### src/rtl/peak_bank_select.sv
// peak_bank_select: finds the loudest of 16 filter-bank energies per frame,
// gates it with an energy threshold and frame-persistence hysteresis, and
// presents a registered best-bank index (16 = no bank active).
module peak_bank_select #(
    parameter int EW     = 16,
    parameter int NBANKS = 16,
    parameter int THRESH = 256,
    parameter int HOLD   = 3
) (
    input  logic          clk,
    input  logic          reset_n,
    input  logic          frame_sync,
    input  logic          energy_valid,
    input  logic [EW-1:0] energy_data,
    output logic [4:0]    best_bank,
    output logic [EW-1:0] best_energy,
    output logic          best_valid,
    output logic          frame_err
);

    localparam logic [3:0]    LAST_IDX = 4'(NBANKS - 1);
    localparam logic [EW-1:0] THRESH_V = EW'(THRESH);
    localparam logic [3:0]    HOLD_V   = 4'(HOLD);
    localparam logic [4:0]    NONE     = 5'd16;

    logic [3:0]    cnt_q;
    logic [EW-1:0] max_q;
    logic [3:0]    arg_q;
    logic [3:0]    hold_q;
    logic [4:0]    pend_q;

    logic [3:0]    idx;
    logic          take;
    logic [EW-1:0] fmax;
    logic [3:0]    farg;
    logic [4:0]    cand;
    logic [3:0]    hold_nx;

    // Running max including the current sample; frame_sync makes it index 0.
    always_comb begin
        idx     = frame_sync ? 4'd0 : cnt_q;
        take    = (idx == 4'd0) || (energy_data > max_q);
        fmax    = take ? energy_data : max_q;
        farg    = take ? idx : arg_q;
        cand    = (fmax >= THRESH_V) ? {1'b0, farg} : NONE;
        hold_nx = (cand == pend_q) ? hold_q + 4'd1 : 4'd1;
    end

    // Scan counter, running max/arg, commit and hysteresis state.
    always_ff @(posedge clk) begin
        if (!reset_n) begin
            cnt_q       <= '0;
            max_q       <= '0;
            arg_q       <= '0;
            hold_q      <= '0;
            pend_q      <= NONE;
            best_bank   <= NONE;
            best_energy <= '0;
            best_valid  <= 1'b0;
            frame_err   <= 1'b0;
        end else begin
            best_valid <= 1'b0;
            frame_err  <= 1'b0;
            if (frame_sync && (cnt_q != 4'd0)) begin
                frame_err <= 1'b1;
            end
            if (energy_valid) begin
                cnt_q <= idx + 4'd1;
                max_q <= fmax;
                arg_q <= farg;
                if (idx == LAST_IDX) begin
                    best_valid  <= 1'b1;
                    best_energy <= fmax;
                    if (cand == best_bank) begin
                        hold_q <= '0;
                    end else begin
                        pend_q <= cand;
                        if (hold_nx >= HOLD_V) begin
                            best_bank <= cand;
                            hold_q    <= '0;
                        end else begin
                            hold_q <= hold_nx;
                        end
                    end
                end
            end else if (frame_sync) begin
                cnt_q <= '0;
            end
        end
    end

endmodule

### config.mk
export PLATFORM = sky130hd
export DESIGN_NAME = peak_bank_select
export DESIGN_NICKNAME = d
export VERILOG_FILES = /design/src/rtl/peak_bank_select.sv
export SDC_FILE = /design/constraint.sdc
export NUM_CORES = 1
export LEC_CHECK = 0
export CORE_MARGIN = 10
export CORE_UTILIZATION = 40
export DETAILED_ROUTE_END_ITERATION = 8
export SYNTH_ARGS = -nofsm -noshare
export SYNTH_HDL_FRONTEND = slang
export SYNTH_SLANG_ARGS = --single-unit
### constraint.sdc
create_clock -name clk -period 6.1 [get_ports clk]
set_input_delay 1.22 -clock clk [delete_from_list [all_inputs] [get_ports clk]]
set_output_delay 1.22 -clock clk [all_outputs]
set_load 0.02 [all_outputs]
==> metrics.cfg <==
[yosys]
yosysMostFrequentCell=nand2_1
synth_top_area_share_pct=34.7
yosys.area.top_type=dfxtp_1
async_reset_ff_share_pct=0
synth_flop_cell=dfxtp_1
synth-edff-count=0
synth_cell_types=56
synthTopCellsByArea=dfxtp_1 (35%), mux2i_1 (7.4%), ha_1 (7.4%)
avgSynthCellArea_um2=8.42
synthCells=384
synth_seq_cells=56
yosysSeqAreaShare_pct=34.7
yosys_warnings=0
synth_fp_nets=423
synth_common_cells=nand2_1 (58), dfxtp_1 (56), nor2_1 (55), mux2i_1 (24), inv_1 (22)
syn_area_um2=3230

[clocking]
path_clk_slew_ps=100
cts_resized=0
root_buffer=clkbuf_8
htree_num_levels=2
cts_setup_buffers=0
clkLatencyLatePin_ps=320
clockBufferDepth=2
cts_buffers=5
tritoncts=yes
cts-hold-fix-buffers=0
clkSinkCount=56

[sta]
finalMaxSlewViolations=0
slew_headroom_pct=46.6
fin_setup_tns_ps=0
fin_crit_ps=4580
fin_crit_sh_pct=75.2
rsz0062_at_grt=no
holdWs_ps=496
tightest_slew_ps=799
hold_viol=0
fin_skew_ps=13.8
setup_viol=0
fmax_mhz=218

[routing]
dr.pass1.iters=4
vias_per_cell=5.38
drc=0
ant_nets=0
routedWlPerCell_um=15.4
wl_um=8110
drtIter0Drc=78
num_vias=2831

[die]
start_util_pct=41.4
core_um2=7810
dieArea_um2=12100
io_pins=43
dieHeight_um=110
die_width_um=110
num_rows=32

[run_status]
status=finished clean

[global_route]
grt_max_degree=36
antenna_found_initial=0
track_usage_pct=14.0
overflow=0
grt_pass1_vias=2840
grt_pass1_wl_um=13800

[power_and_ir_drop]
power.density_nw_per_um2=192
ir_drop_uv=92.3
p_leak_nw=1.48

[setup_path]
required_ps=6350
critPathKind=input port to register
cp_slowest_cell=mux2i_1
end_kind=register
crit_cells=12
cp_top_family=compound AO/OA/AOI/OAI gates
cp_data_arrival_time_ps=4830
critPathLaunchType=input port
crit_chain=clkdlybuf4s50_1 > ha_1 > nand4_4 > nor4_4 > a21bo_1 > and3_4 > o21ai_4 > mux2i_1 > and4_1 > o22ai_2 > a211oi_4 > mux2i_1
worst-path-max-fanout=5
critPathMostFrequentCell=mux2i_1
r2r_cells=12
slowest_delay_ps=560
crit_buf_inv=1

[placed_design]
hpwl_um=6070
io_buffers=42
placed_cells=518
place_congestion=0.857

[finish]
final_cells=526
drive_gt1_share_pct=7.55
area_growth_pct=19.6
final_nets=462
antenna_cells=0

[worst_hold_path]
holdCritPathClass=register to register
hold_depth=2

[run]
max_cap_viol_count=0

==> cells by family (layout without fill, tap and decap cells) <==
logic type,Yosys count,after routing,share of synthesized area [%]
XOR/XNOR,5,5,1.59
buffers and inverters,37,77,4.61
adder cells (fa/ha/maj),19,19,7.35
flip-flops,56,56,34.7
AO/OA/AOI/OAI,75,75,18.7
AND/OR/NAND/NOR,166,166,24.5
multiplexers,26,26,8.59
==> area by class of cell <==
| class | count | area, um^2 |
|---|---|---|
| inverters | 22 | 82.6 |
| fillers | 764 | 3940 |
| clock inverters | 2 | 38.8 |
| clock buffers | 6 | 72.6 |
| flip-flops and latches | 56 | 1120 |
| multi-input cells | 291 | 1970 |
| well taps | 102 | 128 |
| repair buffers | 47 | 458 |
==> final timing paths <==
check                         endpoint  slack, ps                   start
min reg2reg      arg_q[2]$_SDFFE_PN0P_        500   arg_q[2]$_SDFFE_PN0P_
min              arg_q[2]$_SDFFE_PN0P_        500   arg_q[2]$_SDFFE_PN0P_
max          best_bank[1]$_SDFFE_PN0P_       1520         energy_data[15]
max reg2reg  best_bank[1]$_SDFFE_PN0P_       2470  max_q[15]$_SDFFE_PN0P_
==> power by group <==
group / leakage, nW / switching, W / internal, W / total, W
Combinational: 0.971 / 0.0000617 / 0.0000453 / 0.000107
Clock: 0.0558 / 0.000128 / 0.000124 / 0.000253
Sequential: 0.455 / 0.00000763 / 0.000374 / 0.000382
==> layout by cell type, fill, tap and decap left out, drive strengths merged, types with 2 or more instances in the layout <==
master	count
nand3	6
nand2b	3
clkdlybuf4s50	42
a211oi	7
a21oi	19
and2	6
inv	23
o21a	2
xor2	2
nor2b	6
a311oi	16
nor3	10
o21ai	16
clkbuf	6
nor4	6
xnor2	3
nand2	58
buf	5
and4	3
nand4	6
and3	5
nor2	55
o22ai	3
ha	19
dfxtp	56
mux2i	24
==> state kept, by name, indices dropped and copies added (netlist names) <==
register	cells
frame_err	1
pend_q	5
cnt_q	4
best_valid	1
best_energy	16
hold_q	4
best_bank	5
max_q	16
arg_q	4
==> stage by stage <==
step | util (%) | total power (W) | area (um^2) | worst slack [ps]
floorplan | - | 0.000460 | 3230 | 2110
global placement | 48.1 | 0.000495 | 3750 | 1260
detailed placement | 48.1 | 0.000498 | 3750 | 1180
CTS | 49.5 | 0.000746 | 3870 | 1510
global route | 49.5 | 0.000773 | 3870 | 1250
finish | 49.5 | 0.000742 | 3870 | 1520
==> routing by layer <==
layer  wire length (um)  track usage [%]
met5                  0                0
met4                106             4.37
met3                401             3.63
met2               3820             23.2
met1               3780             17.2
==> worst min-delay path, delay by kind of cell, from the launching register on <==
kind	cells	cell delay [ps]
AO/OA/AOI/OAI	1	50
flip-flops	1	330
AND/OR/NAND/NOR	1	80
No activity file was read; power rests on OpenSTA's default activity.
